[src/rtl/bus_arbiter_pkg.sv]
// Shared constants for the two-master bus arbiter.
// State encoding and default data width.
package bus_arbiter_pkg;

  localparam int DEFAULT_WIDTH = 8;

  typedef enum logic [1:0] {
    ST_IDLE = 2'd0,
    ST_OWN0 = 2'd1,
    ST_OWN1 = 2'd2
  } state_e;

endpackage

[src/rtl/bus_arbiter_mux.sv]
// Two-input multiplexer feeding the shared bus.
// Purely combinational: out = select ? in1 : in0.
module Multiplexer #(
  parameter int inputWidth = 8
) (
  input  logic [inputWidth-1:0] in0,
  input  logic [inputWidth-1:0] in1,
  input  logic                  select,
  output logic [inputWidth-1:0] out
);

  assign out = select ? in1 : in0;

endmodule

[src/rtl/bus_arbiter.sv]
// Round-robin arbiter/sequencer for two bus masters sharing a 2:1 mux.
// Optional hold timeout compiled in with ARB_TIMEOUT_EN.
module bus_arbiter
  import bus_arbiter_pkg::*;
#(
  parameter int dataWidth = DEFAULT_WIDTH,
  parameter int maxHold   = 16
) (
  input  logic                 clk,
  input  logic                 reset,
  input  logic                 req0,
  input  logic                 req1,
  input  logic                 done0,
  input  logic                 done1,
  input  logic [dataWidth-1:0] data0,
  input  logic [dataWidth-1:0] data1,
  output logic                 grant0,
  output logic                 grant1,
  output logic                 select,
  output logic [dataWidth-1:0] busOut,
  output logic                 busValid,
  output logic                 timeout
);

  if (maxHold < 2 || maxHold > 255) begin : g_bad_hold
    $error("bus_arbiter: maxHold out of range 2..255");
  end

  state_e r_state;
  state_e w_next;
  logic   r_last;
  logic   r_sel;
  logic   r_grant0;
  logic   r_grant1;
  logic   r_valid;
  logic   r_timeout;
  logic   w_done;
  logic   w_forced;
  logic   w_release;
  logic   w_enter;

  always_comb begin
    w_next    = r_state;
    w_done    = ((r_state == ST_OWN0) && done0)
             || ((r_state == ST_OWN1) && done1);
    w_release = w_done || w_forced;
    unique case (r_state)
      ST_IDLE: begin
        if (req0 && req1)
          w_next = r_last ? ST_OWN0 : ST_OWN1;
        else if (req0)
          w_next = ST_OWN0;
        else if (req1)
          w_next = ST_OWN1;
      end
      ST_OWN0: begin
        if (w_release)
          w_next = req1 ? ST_OWN1 : ST_IDLE;
      end
      ST_OWN1: begin
        if (w_release)
          w_next = req0 ? ST_OWN0 : ST_IDLE;
      end
      default: w_next = ST_IDLE;
    endcase
    w_enter = (w_next != ST_IDLE) && (w_next != r_state);
  end

  always_ff @(posedge clk) begin
    if (reset) begin
      r_state   <= ST_IDLE;
      r_last    <= 1'b1;
      r_sel     <= 1'b0;
      r_grant0  <= 1'b0;
      r_grant1  <= 1'b0;
      r_valid   <= 1'b0;
      r_timeout <= 1'b0;
    end else begin
      r_state   <= w_next;
      r_grant0  <= (w_next == ST_OWN0);
      r_grant1  <= (w_next == ST_OWN1);
      r_valid   <= (w_next != ST_IDLE);
      r_timeout <= w_forced && !w_done;
      // select and lastOwner only move on grant entry
      if (w_enter) begin
        r_last <= (w_next == ST_OWN1);
        r_sel  <= (w_next == ST_OWN1);
      end
    end
  end

`ifdef ARB_TIMEOUT_EN
  localparam logic [7:0] HOLD_LAST = 8'(maxHold - 1);

  logic [7:0] r_cnt;

  always_ff @(posedge clk) begin
    if (reset)
      r_cnt <= 8'd0;
    else if (w_enter || (r_state == ST_IDLE))
      r_cnt <= 8'd0;
    else
      r_cnt <= r_cnt + 8'd1;
  end

  assign w_forced = (r_state != ST_IDLE) && (r_cnt == HOLD_LAST);
`else
  assign w_forced = 1'b0;
`endif

  Multiplexer #(
    .inputWidth(dataWidth)
  ) u_mux (
    .in0   (data0),
    .in1   (data1),
    .select(r_sel),
    .out   (busOut)
  );

  assign grant0   = r_grant0;
  assign grant1   = r_grant1;
  assign select   = r_sel;
  assign busValid = r_valid;
  assign timeout  = r_timeout;

endmodule

[config.mk]
export PLATFORM = sky130hd
export DESIGN_NAME = bus_arbiter
export DESIGN_NICKNAME = d
export VERILOG_FILES = /design/src/rtl/bus_arbiter_pkg.sv /design/src/rtl/bus_arbiter_mux.sv /design/src/rtl/bus_arbiter.sv
export SDC_FILE = /design/constraint.sdc
export NUM_CORES = 1
export LEC_CHECK = 0
export BUFFER_PORTS_ARGS = -buffer_cell sky130_fd_sc_hd__buf_2
export CAP_MARGIN = 20
export CORE_MARGIN = 2
export CORE_UTILIZATION = 32
export CTS_CLUSTER_SIZE = 20
export DETAILED_ROUTE_END_ITERATION = 16
export PLACE_DENSITY = 0.82
export SYNTH_ARGS = -nofsm -noshare
export SYNTH_HDL_FRONTEND = slang
export SYNTH_SLANG_ARGS = --single-unit
[constraint.sdc]
create_clock -name clk -period 1 [get_ports clk]
set_input_delay 0.05 -clock clk [delete_from_list [all_inputs] [get_ports clk]]
set_output_delay 0.05 -clock clk [all_outputs]
set_load 0.03 [all_outputs]
==> summary.md <==
| Metric | Value |
|---|---|
| Max H-tree Level | 1 |
| Final hold vios | 0 |
| Largest net degree at the start of global routing | 11 |
| Non-filler cells, final | 96 |
| Yosys top cell area share | roughly 33% |
| Status | complete, but fails checks |
| Die area | roughly 1600 um^2 |
| Crit path DAT | 1.18 ns |
| Crit-path max cell delay | 0.35 ns |
| Crit path required time | between 0.9 and 1 ns |
| Post-synthesis instance area | 419 um^2 |
| Max FO, Critical Path | 5 |
| Die Y | 40.2 um |
| Initial Util | about a third |
| First-pass iteration count of the detailed router | 2 |
| Worst setup path startpoint | select |
| Worst-skew pair later-pin latency | 0.26 ns |
| Mapped Cells | 41 |
| Slowest cell on crit path | dfxtp_4 |
| RSZ-0062 raised after global routing | true |
| Design area | about 800 um^2 |
| Setup Crit Path Kind | flip-flop to output pin |
| Syn. warnings | 0 |
| Clock sink count | 7 |
| Min-delay worst type | primary input to flip-flop |
| CTS Buffer Depth | 2 |
| Skew final | 0.0123 ns |
| Antenna cells | 0 |
| Core area | approximately 1300 um^2 |
| IO Port Bufs | 33 |
| Nets@finish | about 100 |
| Seq/Total Area, Yosys | 33.4% |
| Reg clk slew, reported paths | roughly 0.060 ns |
| R2R setup slack | -0.05 ns |
| # DRC | 0 |
| RD Place Congestion | 0.779 |
| Inst Count DP | 89 |
| Root buffer cell | clkbuf_4 |
| Overflow after GRT | 0 |
| Synth area leader | dfxtp_1 |
| R2R depth | 3 |
| Final WS setup | -0.228 ns |
| Antenna Nets Post-Route | 0 |
| Share of post-route cells with drive strength above 1 | 74.1% |
| DR vias/cell | around 4.8 |
| Post-layout min period | around 1.2 ns |
| Dpl hpwl | between 700 and 800 um |
| Synth Area per Inst | ~10 um^2 |
| Synth area leaders | dfxtp_1 33%, mux2_2 21%, and2b_1 5.4% |
| Most common cell after layout, fill and taps aside | buf_2 |
| Most frequent cells in the layout | 24 x buf_2, 9 x buf_6, 8 x mux2_4 |
| DP Area | between 600 and 700 um^2 |
| Setup violators final | 13 |
| CTS Buf Count | 3 |
| Cell Pwr Density | roughly 1400 nW/um^2 |
| Syn Nets | 63 |
| Reg2reg end | busValid |
| First-pass GRT wire length | around 1.3 mm |
| Yosys cell types | 22 |
| CP Capture Point | busOut[7] |
| Max-slew violations | 0 |
| CP startpoint kind | flip-flop |
| Type of element capturing the critical path | output pin |
| Worst vdd ir | 0.000725 V |
| Reg2reg start | r_state[0] |
| Die width | around 40 um |
| Initial antenna violation count | 0 |
| #FFs+latches synth | 7 |
| Area grow syn2layout | 88.1% |
| CTS tree | built |
| Routed WL | roughly 1.2 mm |
| Failing checks | setup timing |
| CP cell instances | buf_12 -> mux2_4 -> buf_6 |
| Vias in the first global route | ~360 |
| Tot GR Track Use | a little over an eighth |
| WL/cell | approximately 12 um |
| LEAKAGE | around 0.38 nW |
| Vias | 464 |
| Tcrit/Tclk final | 123% |
| DRT iter0 DRCs | 2 |
| Fmax | 0.814 GHz |
| Max cap viols | 0 |
| IO Pins | 35 |
| Placement Rows | 13 |
stage by stage:
stage	util [%]	TNS (ns)	hold WS, ns	power [mW]	setup WS (ns)
2_1_floorplan	-	-0.446	0.112	0.609	-0.0558
3_3_place_gp	48.6	-0.0533	0.236	0.711	-0.0236
3_5_place_dp	48.6	-0.207	0.237	0.720	-0.0726
4_1_cts	55.9	-1.85	0.195	1.03	-0.212
5_1_grt	62.1	-2.38	0.223	1.16	-0.260
6_report	62.1	-1.92	0.203	1.09	-0.228
how the worst min path moves through the flow:
stage          slack, ns  endpoint  start  cells past startpoint
3_3_place_gp        0.24    select  reset                      2
2_1_floorplan       0.11    select  reset                      1
4_1_cts             0.20    r_last   req0                      4
6_report            0.20    r_last   req0                      4
3_5_place_dp        0.24    select  reset                      2
5_1_grt             0.22    r_last   req0                      4
what timing repair did:
item                                   4_1_cts  5_1_grt
pin swaps                                    0        1
cloned                                       0        0
setup buffers                                0        2
hold buffers                                 1        0
setup endpoints to repair                   13       14
resized for setup                           19       16
endpoints found under the hold margin        1        0
critical path, delay by kind of cell, from the launching register on:
| kind | cells | cell delay [ns] |
|---|---|---|
| buffers and inverters | 2 | 0.27 |
| DFF | 1 | 0.35 |
| muxes | 1 | 0.30 |
registers in the layout, indices dropped and copies added (netlist names):
| register | cells |
|---|---|
| grant0 | 1 |
| r_last | 1 |
| r_state | 2 |
| grant1 | 1 |
| busValid | 1 |
| select | 1 |
area by class of cell:
cell class / count / area (um^2)
Clock buffer: 4 / 26.3
Tap cell: 15 / 18.8
Timing Repair Buffer: 38 / 274
Inverter: 1 / 3.75
Multi-Input combinational cell: 31 / 313
Sequential cell: 7 / 153
Fill cell: 94 / 480
Yosys cell counts:
cell type	count
a21o_2	1
a21oi_2	1
and2b_1	3
o21ai_0	1
a32oi_2	1
a21oi_1	1
o31ai_1	1
nand2b_1	1
inv_1	1
mux2_2	8
nand3_1	1
or2b_1	1
nand4b_1	1
o311a_4	1
conb_1	1
buf_2	1
nand3b_1	2
nor3b_1	1
buf_4	1
or3b_1	1
nor2_1	4
dfxtp_1	7
report_power, final:
| part | internal, mW | switching [mW] | leakage (nW) |
|---|---|---|---|
| Clock | 0.152 | 0.106 | 0.0150 |
| Sequential | 0.314 | 0.0247 | 0.0596 |
| Combinational | 0.257 | 0.238 | 0.308 |
| Total | 0.724 | 0.369 | 0.383 |
logic make-up (layout without fill, tap and decap cells):
group,Yosys count,after routing,synth area share [%]
multiplexers,8,8,21.5
other,1,1,0.895
AND/OR/NAND/NOR,15,15,23.0
flip-flops,7,7,33.4
AO/OA/AOI/OAI,7,7,17.3
buffers and inverters,3,43,3.88
layer usage:
metal,global-route usage [%],vias to the layer above,wire (um)
met2,24.2,34,573
met1,13.0,204,449
met5,0,-,0
li1,-,226,-
met4,0,0,0
met3,8.33,0,169
(Power assumes the default switching activity.)
